[src/rtl/ptag_word_writer.sv]
// Tag-stamping writer: builds {tag, datum} bus words and queues them
// through a 2-entry registered FIFO with debug counters.
module ptag_word_writer #(
  parameter int DATA_W = 28,
  parameter int TAG_W  = 4,
  parameter logic [TAG_W-1:0] DEFAULT_TAG = '0,
  parameter int CNT_W  = 16
) (
  input  logic                    clk,
  input  logic                    rst,
  input  logic                    in_valid,
  output logic                    in_ready,
  input  logic [DATA_W-1:0]       in_data,
  input  logic [TAG_W-1:0]        in_tag,
  input  logic [1:0]              in_op,
  output logic                    out_valid,
  input  logic                    out_ready,
  output logic [DATA_W+TAG_W-1:0] out_word,
  output logic                    tag_wrap,
  output logic                    op_err,
  output logic [CNT_W-1:0]        words_out,
  output logic [CNT_W-1:0]        err_count
);

  localparam int W = DATA_W + TAG_W;

  logic [W-1:0]     q0;
  logic [W-1:0]     q1;
  logic [1:0]       cnt;
  logic [TAG_W-1:0] new_tag;
  logic             acc;
  logic             push;
  logic             pop;
  logic             op_def;
  logic             op_inc;
  logic             op_rsv;

  assign op_def = (in_op == 2'b01);
  assign op_inc = (in_op == 2'b10);
  assign op_rsv = (in_op == 2'b11);

  assign in_ready  = ~rst & (cnt < 2'd2);
  assign out_valid = (cnt != 2'd0);
  assign out_word  = q0;

  assign acc  = in_valid & in_ready;
  assign push = acc & ~op_rsv;
  assign pop  = out_valid & out_ready;

  always_comb begin
    new_tag = in_tag;
    unique case (1'b1)
      op_def:  new_tag = DEFAULT_TAG;
      op_inc:  new_tag = in_tag + TAG_W'(1);
      default: new_tag = in_tag;
    endcase
  end

  // q0 is the head and drives out_word; it keeps its value when empty
  always_ff @(posedge clk or posedge rst) begin
    if (rst) begin
      q0  <= '0;
      q1  <= '0;
      cnt <= '0;
    end else if (push && pop) begin
      q0 <= {new_tag, in_data};
    end else if (push) begin
      if (cnt == 2'd0) q0 <= {new_tag, in_data};
      else             q1 <= {new_tag, in_data};
      cnt <= cnt + 2'd1;
    end else if (pop) begin
      if (cnt == 2'd2) q0 <= q1;
      cnt <= cnt - 2'd1;
    end
  end

  always_ff @(posedge clk or posedge rst) begin
    if (rst) begin
      tag_wrap  <= 1'b0;
      op_err    <= 1'b0;
      words_out <= '0;
      err_count <= '0;
    end else begin
      tag_wrap <= acc & op_inc & (&in_tag);
      op_err   <= acc & op_rsv;
      if (pop && (words_out != '1))
        words_out <= words_out + CNT_W'(1);
      if (acc && op_rsv && (err_count != '1))
        err_count <= err_count + CNT_W'(1);
    end
  end

endmodule
[config.mk]
export PLATFORM = sky130hd
export DESIGN_NAME = ptag_word_writer
export DESIGN_NICKNAME = d
export VERILOG_FILES = /design/src/rtl/ptag_word_writer.sv
export SDC_FILE = /design/constraint.sdc
export NUM_CORES = 1
export LEC_CHECK = 0
export ABC_AREA = 1
export CORE_UTILIZATION = 45
export CTS_BUF_LIST = sky130_fd_sc_hd__clkbuf_4 sky130_fd_sc_hd__clkbuf_8 sky130_fd_sc_hd__clkbuf_16
export CTS_CLUSTER_DIAMETER = 80
export CTS_CLUSTER_SIZE = 14
export DETAILED_ROUTE_END_ITERATION = 16
export PLACE_DENSITY = 0.7
export SYNTH_ARGS = -nofsm -noshare
export SYNTH_HDL_FRONTEND = slang
export SYNTH_SLANG_ARGS = --single-unit
[constraint.sdc]
create_clock -name clk -period 5.7 [get_ports clk]
set_input_delay 0.855 -clock clk [delete_from_list [all_inputs] [get_ports clk]]
set_output_delay 0.855 -clock clk [all_outputs]
set_load 0.005 [all_outputs]
=== After elaboration in Yosys (flattened, before gate mapping) ===
Index checks and enable logic that the tools add are counted.

* Flip-flop bits (word level): 100
* Word-level logic and storage cells: 52

* Multiplexer cells: 8
* Bitwise logic cells: 11
* Order comparisons: 1
* $add $sub $neg: 5
* Reductions and logical operators: 13
* Eq/ne operators: 7

{| class="wikitable"
|+ Operators by type and width
! operator !! count
|-
| $mux W32 || 5
|-
| $add A16 B1 Y16 const B || 2
|-
| $ne A16 B16 Y1 const B || 2
|-
| $pmux W4 S2 || 1
|-
| $and A1 B1 Y1 || 7
|-
| $eq A2 B2 Y1 const B || 3
|-
| $reduce_and A3 Y1 || 2
|-
| $reduce_bool A3 Y1 || 2
|-
| $add A4 B1 Y4 const B || 1
|-
| $logic_and A1 B1 Y1 || 4
|-
| $mux W2 || 2
|-
| $not A1 Y1 || 4
|-
| $reduce_and A4 Y1 || 1
|-
| $reduce_bool A2 Y1 || 2
|-
| $ne A3 B1 Y1 const B || 1
|-
| $add A2 B1 Y2 const B || 1
|-
| $eq A2 B1 Y1 const B || 1
|-
| $logic_not A2 Y1 || 1
|-
| $lt A2 B2 Y1 const B || 1
|-
| $reduce_and A2 Y1 || 1
|-
| $sub A2 B1 Y2 const B || 1
|}

=== Logic depth before layout (Yosys ltp) ===
Gate-level depths: netlist (run 1).

* Word-level depth: 7
* Mapped depth: 13
* Gate-level depth less buffers: 10

=== Worst setup path after synthesis (run 1) ===
OpenSTA, ideal clock, no wires.

* Path kind: input to register
* From: in in_op[0]
* To: reg q1[30]
* Path slack: 3.181 ns
* Data required time: 5.574 ns
* Buffers on the path: 3
* Stages: 10
* Data arrival time: 2.393 ns
* Library setup time: 0.126 ns
* Cell sequence: ha_1 -> inv_1 -> nand3_4 -> inv_1 -> buf_4 -> buf_4 -> ha_1 -> nor3_4 -> buf_2 -> o21ai_0

* Cells in the longest elaborated chain, start to end: 6
* Elaborated cells on any way between the ends: 9
* Classes of those cells: 3 x eq/ne; 1 x mux; 3 x bitwise; 2 x reduce/logical

{| class="wikitable"
|+ RTL lines
! item !! RTL line !! source
|-
| from (decl) || 15 || <nowiki>input logic [1:0] in_op,</nowiki>
|-
| $eq A2 B2 Y1 || 40 || <nowiki>assign op_rsv = (in_op == 2'b11);</nowiki>
|-
| $not A1 Y1 || 47 || <nowiki>assign push = acc & ~op_rsv;</nowiki>
|-
| $and A1 B1 Y1 || 47 ||
|-
| $logic_and A1 B1 Y1 || 65 || <nowiki>end else if (push && pop) begin</nowiki>
|-
| $not A1 Y1 (no line) || n/a ||
|-
| $reduce_and A3 Y1 (no line) || n/a ||
|-
| to (signal assigned) || 69 || <nowiki>else q1 <= {new_tag, in_data};</nowiki>
|-
| to (decl) || 28 || <nowiki>logic [W-1:0] q1;</nowiki>
|}

Parallel ways exist; a longest one is shown, timed or not.
A chain may end at the register's enable or synchronous reset.

=== Worst setup path after layout (run 1) ===
* From: in in_op[0]
* To: reg q0[29] (netlist: out_word[29])

* Cells in the longest elaborated chain, start to end: 6
* Elaborated cells on any way between the ends: 14
* Classes of those cells: 4 x eq/ne; 4 x mux; 2 x bitwise; 4 x reduce/logical

{| class="wikitable"
|+ RTL lines
! item !! RTL line !! source
|-
| $eq A2 B2 Y1 || 40 ||
|-
| $not A1 Y1 || 47 ||
|-
| $and A1 B1 Y1 || 47 ||
|-
| $logic_and A1 B1 Y1 || 65 ||
|-
| $ne A3 B1 Y1 (no line) or $reduce_bool A3 Y1 (tied branches) || n/a ||
|-
| $reduce_and A3 Y1 (no line) || n/a ||
|-
| to (signal assigned) || 66 || <nowiki>q0 <= {new_tag, in_data};</nowiki>
|-
| to (signal assigned) || 68 || <nowiki>if (cnt == 2'd0) q0 <= {new_tag, in_data};</nowiki>
|-
| to (signal assigned) || 72 || <nowiki>if (cnt == 2'd2) q0 <= q1;</nowiki>
|-
| to (decl) || 27 || <nowiki>logic [W-1:0] q0;</nowiki>
|}

Parallel ways exist; a longest one is shown, timed or not. The select of a mux whose other input is x is not followed.

==> results of run 1 <==
[per-layer routing]
metal | up-vias | global-route usage
li1 | 2315 | -
met1 | 2088 | 0.2744
met2 | 80 | 0.3401
met3 | 11 | 0.03407
met4 | 0 | 0.05985
met5 | - | 0
[power groups by stage]
stage	Clock (mW)	Sequential, mW	Combinational [mW]
after global placement	0	1.15	0.963
final	0.593	1.15	0.980
after global routing	0.639	1.18	1.13
after CTS	0.610	1.15	0.998
after detailed placement	0	1.16	0.993
after floorplan	0	1.14	0.540
[cells in the final DEF (no fill, tap or decap), drive strengths merged]
cell type,n
a21oi,6
a22oi,1
buf,4
clkbuf,10
clkdlybuf4s50,105
clkinv,2
clkinvlp,1
dfrtp,100
ha,8
inv,68
nand2,311
nand3,18
nand4,9
nor2,46
nor3,2
o21ai,77
or2,3
xnor2,14
xor2,1
[worst max-delay path: cells and delay by family]
kind	cells	cell delay (ns)
adders and majority gates	2	0.35
buffers and inverters	5	1.59
AOI/OAI and AO/OA	1	0.14
and+or+nand+nor	4	0.43
[registers in the layout, indices dropped and copies added (netlist names)]
| signal | flops |
|---|---|
| err_count | 16 |
| cnt | 2 |
| out_word | 32 |
| words_out | 16 |
| op_err | 1 |
| tag_wrap | 1 |
| q1 | 32 |
[metrics by stage]
step,setup WS (ns),utilization,area (µm²)
after detailed placement,2.178,0.5707,6269
after CTS,2.531,0.5974,6561
after global placement,2.242,0.5707,6269
final,2.582,0.5974,6561
after global routing,2.277,0.5974,6561
after floorplan,2.226,-,5150
[cells by family (layout without fill, tap and decap cells)]
family,Yosys count,after routing,synth area share
xor gates and xnor gates,15,15,0.02551
and+or+nand+nor,389,389,0.3090
AOI/OAI and AO/OA,84,84,0.08504
DFF,100,100,0.4859
buffers and inverters,87,190,0.07507
adders and majority gates,8,8,0.01944
[path summary, 6_finish.rpt]
kind,from,endpoint,slack (ns),cells past startpoint
setup reg to reg,cnt[1],out_word[29],3.11,10
hold reg to reg,out_word[9],out_word[9],0.48,2
max in group asynchronous,rst,q1[31],3.57,3
min in group asynchronous,rst,words_out[5],1.01,2
setup / recovery,in_op[0],out_word[29],2.58,12
hold / removal,out_word[9],out_word[9],0.48,2
[final cells by class]
cell class | instances | area (µm²)
Clock buffer | 10 | 239.0
Clock inverter | 6 | 53.80
Fill cell | 1020 | 4422
Inverter | 65 | 249.0
Multi-Input combinational cell | 496 | 2261
Sequential cell | 100 | 2502
Tap cell | 140 | 175.2
Timing Repair Buffer | 109 | 1081
==> impl_results.md, run 1 <==
- Fmax: 320.7 MHz
- Clock Skew: 0.009465 ns
- Antenna violations before repair: 0
- Max incr delay on CP: 0.73 ns
- Final #Nets: 827
- Post-synthesis async set-or-reset flop share: 1.000
- Clock power frac: 0.218
- Syn. warnings: 0
- Reg clk slew, reported paths: 0.07 ns
- Critical-path cell list: clkdlybuf4s50_1 > ha_1 > inv_1 > nand3_4 > inv_1 > ha_1 > a21oi_1 > nand2_1 > buf_4 > inv_1 > nand3_1 > nand2_1
- Die height: 109.0 µm
- Clock Sinks: 100
- Routed wl met3: 451 µm
- Final wirelength: 11.53 mm
- Max-cap violations: 0
- Top Layer Used: met4
- Synth area leader: dfrtp_1
- P_sw: 920.6 µW
- Flop pwr share: 0.421
- Vias per inst: 4.853
- Synthesized instance count: 683
- ANT nets after route: 0
- Post-synthesis sequential area ratio: 0.4859
- DIE AREA: 11880 µm²
- Main area contributors after synthesis: dfrtp_1, nand2_1, o21ai_0, inv_1, nor2_1
- DR WL met2: 5.541 mm
- Initial core utilization: 0.4689
- Postcts setup bufs: 0
- Number of vias in the routed layout: 4494
- Die W: 109.0 µm
- Actual slew at the worst max-slew pin: 0.9554 ns
- Hpwl dp: 7.988 mm
- Worst setup SP type: input port
- Worst Path Arrival: 3.39 ns
- CTS tree: done
- Min cycle time layout: 3.118 ns
- Ratio of final minimum period to clock period: 0.5470
- Largest net degree at the start of global routing: 65
- Max-slew headroom: 0.3624
- Port buffer count: 105
- CP max FO: 33
- Clock root buffer: clkbuf_16
- Synth cell types: 29
- Pleak: 3.014 nW
- CP required: 5.97 ns
- Yosys reg bits: 100
- CTS Hold Bufs: 0
- Layout area overhead: 27.41%
- P_int: 1.798 mW
- Sw frac: 0.3386
- Commonest cells in the netlist: nand2_1, dfrtp_1, o21ai_0
- Clk_lat worst skew: 0.34 ns
- GRT overflow: 0
- Rows: 38
- Hold Crit Class: reg2reg
- Inserted Diodes: 0
- Setup total negative slack: 0 ns
- Crit-path most repeated cell: inv_1
- Yosys top cell area share: 0.4859
- Gr usage total: 0.2046
- RSZ-0062 raised after global routing: false
- Combinational share of power: 0.361
- Layout cells sized above 1: 0.04835
- Critical path class: in2reg
- Ys flop type: dfrtp_1
- Routed met1 length: 5.441 mm
- Most frequent cell after synthesis: nand2_1
- Placed cell count: 910
- Residual DRC: 0
- H-tree depth: 3
- Wire per inst: 12.45 µm
- Status: completed
- Vias in the first global route: 4053
- Number of DRC violations after detailed-routing iteration 0: 209
- Maximum resistive drop on vdd: 0.2251 mV
- Critical Path Slowest Stage Cell: inv_1
- Post-synth EDFFs: 0
- Top Ports: 106
- Clock Tree Buf Depth: 2
- Smallest hold slack: 0.4786 ns
- First-pass GRT wire length: 19.10 mm
- Synth Area per Inst: 7.540 µm²
- Mapped Area: 5150 µm²
- Final Power: 2.719 mW
- Max Slew Vio Count: 0
- Synthesized netlist net count: 729
- Fin cells: 926
- Post-cts repair resize count: 0
- RePlAce Congestion: 0.8294
- Hold Vio Cnt, Final: 0
- P per Cell Area: 414.4 nW/µm²
- Count of final setup violators: 0
- Core area: 10980 µm²
- CP Capture Type: register
- Router iterations before antenna repair: 5
- CTS Buf Count: 9
(Power assumes the default switching activity.)
==> run 2: changes to the inputs <==
Settings changed: PLACE_DENSITY 0.7 to 0.72.
Clock period 5.7 ns to 2.8 ns, I/O delays scaled along.
==> run 2 against run 1 <==
- clock power rose by 110%
- non-clock buffer count rose by 2
- clock skew fell by 0.0026 ns
- routed wire length rose by 2.3%
- die area did not move
- global-route usage rose by 0.81 points
- first-iteration DRC count fell by 12%
- total power rose by 110%
- sequential share of layout area fell by 0.40 points
==> impl_results.md, run 2 (synthesized netlist as in run 1, its figures left out) <==
- H-tree depth: 3 (unchanged)
- Postcts setup bufs: 0 (unchanged)
- Max Slew Vio Count: 0 (unchanged)
- P per Cell Area: 846.5 nW/µm² (was 414.4 nW/µm²)
- Top Ports: 106 (unchanged)
- Largest net degree at the start of global routing: 65 (unchanged)
- Clk_lat worst skew: 0.35 ns (was 0.34 ns)
- CP required: 2.38 ns (was 5.97 ns)
- Placed inst area: 6335 µm² (was 6269 µm²)
- Clock root buffer: clkbuf_16 (unchanged)
- Post-cts repair resize count: 0 (unchanged)
- Worst Path Arrival: 1.65 ns (was 3.39 ns)
- Ratio of final minimum period to clock period: 0.7389
- WHS Endpoint: out_word[8] (was out_word[9])
- Combinational share of power: 0.365 (was 0.361)
- Final #Nets: 829 (was 827)
- Clock Sinks: 100 (unchanged)
- ANT nets after route: 0 (unchanged)
- FILL cells: 998 (was 1020)
- Core area: 10980 µm² (unchanged)
- Hpwl dp: 8.062 mm (was 7.988 mm)
- Worst setup SP type: input port (unchanged)
- GRT overflow: 0 (unchanged)
- Initial core utilization: 0.4689 (unchanged)
- Reg2reg end: err_count[9] (was out_word[29])
- Status: completed (unchanged)
- Max-slew headroom: 0.5943 (was 0.3624)
- Hold Crit Start: out_word[8] (was out_word[9])
- Wire per inst: 12.73 µm (was 12.45 µm)
- CTS tree: done (unchanged)
- Die W: 109.0 µm (unchanged)
- Reg2Reg Setup Slack: 0.83 ns (was 3.11 ns)
- P_sw: 1.845 mW (was 920.6 µW)
- Layout cells sized above 1: 0.04956 (was 0.04835)
- Sw frac: 0.3287 (was 0.3386)
- Gr usage total: 0.2127 (was 0.2046)
- Critical path class: in2out (was in2reg)
- CP Capture Type: output pin (was register)
- DIE AREA: 11880 µm² (unchanged)
- Maximum resistive drop on vdd: 0.4745 mV (was 0.2251 mV)
- Clock Tree Buf Depth: 2 (unchanged)
- Inserted Diodes: 0 (unchanged)
- Rows: 38 (unchanged)
- Residual DRC: 0 (unchanged)
- Reg clk slew, reported paths: 0.06 ns (was 0.07 ns)
- Most common cell after layout, fill and taps aside: nand2_1 (unchanged)
- Hold Vio Cnt, Final: 0 (unchanged)
- Layout area overhead: 28.77% (was 27.41%)
- R2R Path Start: err_count[1] (was cnt[1])
- P_int: 3.769 mW (was 1.798 mW)
- Setup total negative slack: 0 ns (unchanged)
- CTS Buf Count: 9 (unchanged)
- Most frequent cells in the layout: nand2_1, clkdlybuf4s50_1, dfrtp_1 (unchanged)
- Clock power frac: 0.222 (was 0.218)
- Smallest hold slack: 0.4792 ns (was 0.4786 ns)
- Reg2reg path depth: 8 (was 10)
- Antenna violations before repair: 0 (unchanged)
- Final instance area: 6631 µm² (was 6561 µm²)
- Final wirelength: 11.80 mm (was 11.53 mm)
- Die height: 109.0 µm (unchanged)
- Hold Crit Class: reg2reg (unchanged)
- Count of final setup violators: 0 (unchanged)
- Flop pwr share: 0.413 (was 0.421)
- Port buffer count: 105 (unchanged)
- Min cycle time layout: 2.069 ns
- Router iterations before antenna repair: 6 (was 5)
- Pleak: 3.035 nW (was 3.014 nW)
- Number of vias in the routed layout: 4479 (was 4494)
- Hold Crit Depth: 2 (unchanged)
- CTS Hold Bufs: 0 (unchanged)
- Fmax: 483.4 MHz
- Vias in the first global route: 4160 (was 4053)
- First-pass GRT wire length: 19.46 mm (was 19.10 mm)
- RSZ-0062 raised after global routing: false (unchanged)
- Vias per inst: 4.832 (was 4.853)
- CP max FO: 3 (was 33)
- Number of DRC violations after detailed-routing iteration 0: 183 (was 209)
- Max-cap violations: 0 (unchanged)
- Clock Skew: 0.006819 ns (was 0.009465 ns)
- RePlAce Congestion: 0.8248 (was 0.8294)
- Actual slew at the worst max-slew pin: 0.6084 ns (was 0.9554 ns)
- Final Power: 5.614 mW (was 2.719 mW)
-- run 2: metal layers --
| layer | wire length (µm) | up-vias | track usage |
|---|---|---|---|
| met2 | 5510 | 113 | 0.3365 |
| li1 | - | 2308 | - |
| met3 | 618 | 13 | 0.03646 |
| met4 | 139 | 0 | 0.09749 |
| met5 | 0 | - | 0 |
| met1 | 5531 | 2045 | 0.2845 |
-- run 2: stage by stage --
step             util  setup slack, ns  cells
4_1_cts        0.6038           0.7267    927
3_5_place_dp   0.5768           0.3911    912
5_1_grt        0.6038           0.5882    927
3_3_place_gp   0.5768           0.4880    912
6_report       0.6038           0.7311    927
2_1_floorplan       -           0.7161    683
-- run 2: critical path: stages --
cell and delay [ns]:
clkdlybuf4s50_1 0.50, nor2_4 0.19, clkdlybuf4s50_1 0.53
-- run 2: power groups by stage --
stage / clock [mW] / combinational (mW) / sequential, mW
global route: 1.35 / 2.34 / 2.38
CTS: 1.29 / 2.08 / 2.32
global placement: 0 / 2.00 / 2.32
floorplan: 0 / 1.10 / 2.32
finish: 1.25 / 2.05 / 2.32
detailed placement: 0 / 2.06 / 2.34
-- run 2: layout make-up --
type / instances / area [µm²] / area share
clock buffers: 11 / 246.5 / 0.03717
clock inverters: 4 / 50.05 / 0.007547
inverters: 65 / 250.2 / 0.03774
multi-input cells: 496 / 2261 / 0.3409
flip-flops and latches: 100 / 2502 / 0.3774
well taps: 140 / 175.2 / 0.02642
repair buffers: 111 / 1146 / 0.1728
-- run 2: how the worst max path moves through the flow --
stage,from,endpoint,slack (ns)
global route,in_op[0],q1[29],0.59
finish,rst,in_ready,0.73
floorplan,in_op[0],q1[30],0.72
global placement,in_op[0],q1[24],0.49
CTS,rst,in_ready,0.73
detailed placement,in_op[0],q1[29],0.39
==> run 3: changes to the inputs <==
Settings changed: PLACE_DENSITY 0.72 to 0.7.
Clock period 2.8 ns to 2.1 ns, I/O delays scaled along.
==> run 3 against run 2 <==
- global-route usage fell by 0.090 points
- total power rose by 37%
- non-clock buffer count rose by 12
- clock power rose by 42%
- count of clock-buffer cells in the layout fell by 2
- sequential power rose by 34%
- largest power group unchanged
- largest cell class unchanged
- core utilization rose by 0.96 points
- cell count rose by 1.2%
==> impl_results.md, run 3 (synthesized netlist as in run 1, its figures left out) <==
- Critical Path Stages: 8 (was 3)
- Router iterations before antenna repair: 4 (was 6)
- Layout area overhead: 30.81% (was 28.77%)
- Placed inst area: 6425 µm² (was 6335 µm²)
- Clock root buffer: clkbuf_16 (unchanged)
- Min cycle time layout: 1.885 ns
- RePlAce Congestion: 0.8339 (was 0.8248)
- Max Slew Vio Count: 0 (unchanged)
- Final Power: 7.683 mW (was 5.614 mW)
- Maximum resistive drop on vdd: 0.8477 mV (was 0.4745 mV)
- Critical-path cell list: ha_1 > inv_1 > nor2_4 > nand2_4 > o21ai_4 > inv_4 > nand2_1 > nand2_1 (was clkdlybuf4s50_1 > nor2_4 > clkdlybuf4s50_1)
- Final #Nets: 841 (was 829)
- Critical path class: reg2reg (was in2out)
- Critical Path Slowest Stage Cell: o21ai_4 (was clkdlybuf4s50_1)
- Layout cells sized above 1: 0.06266 (was 0.04956)
- Gr usage total: 0.2118 (was 0.2127)
- CTS Hold Bufs: 0 (unchanged)
- Hpwl dp: 8.089 mm (was 8.062 mm)
- Most common cell after layout, fill and taps aside: nand2_1 (unchanged)
- CP required: 2.34 ns (was 2.38 ns)
- FILL cells: 970 (was 998)
- Clock Sinks: 100 (unchanged)
- ANT nets after route: 0 (unchanged)
- Max incr delay on CP: 0.46 ns (was 0.53 ns)
- Ratio of final minimum period to clock period: 0.8975
- H-tree depth: 3 (unchanged)
- Vias per inst: 4.892 (was 4.832)
- Reg2reg path depth: 8 (unchanged)
- Worst Setup EP: err_count[9] (was in_ready)
- Routed met1 length: 5.379 mm (was 5.531 mm)
- Port buffer count: 105 (unchanged)
- Residual DRC: 0 (unchanged)
- Rows: 38 (unchanged)
- Inserted Diodes: 0 (unchanged)
- DIE AREA: 11880 µm² (unchanged)
- Wire per inst: 12.43 µm (was 12.73 µm)
- CTS Buf Count: 9 (unchanged)
- Pleak: 3.103 nW (was 3.035 nW)
- Worst setup SP type: register (was input port)
- CTS tree: done (unchanged)
- R2R Path Start: err_count[1] (unchanged)
- Clock Tree Buf Depth: 2 (unchanged)
- Multi-input logic area: 2261 µm² (unchanged)
- CP max FO: 19 (was 3)
- Setup total negative slack: 0 ns (unchanged)
- Reg clk slew, reported paths: 0.07 ns (was 0.06 ns)
- Top Layer Used: met4 (unchanged)
- Die height: 109.0 µm (unchanged)
- RSZ-0062 raised after global routing: false (unchanged)
- Number of DRC violations after detailed-routing iteration 0: 198 (was 183)
- Max-slew headroom: 0.6389 (was 0.5943)
- Routed wl met3: 624 µm (was 618 µm)
- Die W: 109.0 µm (unchanged)
- DR WL met2: 5.490 mm (was 5.510 mm)
- Hold Vio Cnt, Final: 0 (unchanged)
- CP delay by family, top: compound AO/OA/AOI/OAI gates (was buffers and inverters)
- Reg2Reg Setup Slack: 0.22 ns (was 0.83 ns)
- Count of final setup violators: 0 (unchanged)
- Clock Skew: 0.005028 ns (was 0.006819 ns)
- Status: completed (unchanged)
- Fmax: 530.6 MHz
- Clk_lat worst skew: 0.35 ns (about the same)
- Initial core utilization: 0.4689 (unchanged)
- Largest net degree at the start of global routing: 101 (was 65)
- Antenna violations before repair: 0 (unchanged)
- P per Cell Area: 1140 nW/µm² (was 846.5 nW/µm²)
- GRT overflow: 0 (unchanged)
- Postcts setup bufs: 0 (unchanged)
- Final wirelength: 11.66 mm (was 11.80 mm)
- Storage element area: 2502 µm² (unchanged)
- Top Ports: 106 (unchanged)
- Crit path buffers/inverters: 2 (unchanged)
- Vias in the first global route: 4278 (was 4160)
- Core area: 10980 µm² (unchanged)
- CP Capture Type: register (was output pin)
- Final instance area: 6736 µm² (was 6631 µm²)
- Hold Crit Class: reg2reg (unchanged)
- Max-cap violations: 0 (unchanged)
- Worst Path Arrival: 2.13 ns (was 1.65 ns)
- Most frequent cells in the layout: nand2_1, clkdlybuf4s50_1, dfrtp_1 (unchanged)
- Critical path origin: err_count[1] (was rst)
- Util after Layout: 0.6134 (was 0.6038)
- Reg2reg end: err_count[9] (unchanged)
- Post-cts repair resize count: 0 (unchanged)
- Number of vias in the routed layout: 4589 (was 4479)
- Actual slew at the worst max-slew pin: 0.5397 ns (was 0.6084 ns)
- Crit-path most repeated cell: nand2_1 (was clkdlybuf4s50_1)
- First-pass GRT wire length: 19.43 mm (was 19.46 mm)
run 3: cell count changes in the layout (fill, tap and decap cells not counted), sizes merged:
cell and change:
buf +12, clkinvlp -2, inv +2, clkbuf -2, bufinv +1
run 3: worst min path at each step:
stage	end	slack, ns	from	cells after the start
detailed placement	out_word[4]	0.46	out_word[4]	2
finish	out_word[31]	0.48	out_word[31]	2
CTS	out_word[4]	0.48	out_word[4]	2
global placement	out_word[16]	0.46	out_word[16]	2
global route	out_word[29]	0.50	out_word[29]	2
floorplan	q1[0]	0.44	in_data[0]	2
run 3: power breakdown:
| part | internal, mW | switching, mW | leakage [nW] | total [mW] |
|---|---|---|---|---|
| clock | 1.04 | 0.739 | 0.152 | 1.78 |
| sequential | 2.66 | 0.439 | 1.26 | 3.10 |
| combinational | 1.46 | 1.34 | 1.69 | 2.80 |
| total | 5.17 | 2.52 | 3.10 | 7.68 |
run 3: cell type report:
| type | count | share of cell area |
|---|---|---|
| clock buffers | 9 | 0.03343 |
| clock inverters | 5 | 0.01282 |
| inverters | 65 | 0.03715 |
| multi-input cells | 496 | 0.3356 |
| flip-flops and latches | 100 | 0.3715 |
| well taps | 140 | 0.02600 |
| repair buffers | 123 | 0.1835 |
run 3: worst min-delay path, stage by stage, from the launching register on:
cell     delay [ns]
dfrtp_1        0.34
nand2_1        0.05
nand2_1        0.06
run 3: metrics by stage:
step	hold slack [ns]	worst slack, ns	std cells
CTS	0.4818	0.1989	938
floorplan	0.4360	0.1211	683
global route	0.4960	0.05724	938
finish	0.4785	0.2152	938
detailed placement	0.4638	-0.1244	924
global placement	0.4611	-0.07807	924
run 3: layer usage:
layer | vias to the layer above | track usage
li1 | 2329 | -
met1 | 2132 | 0.2695
met2 | 113 | 0.3504
met3 | 15 | 0.05738
met4 | 0 | 0.06467
met5 | - | 0
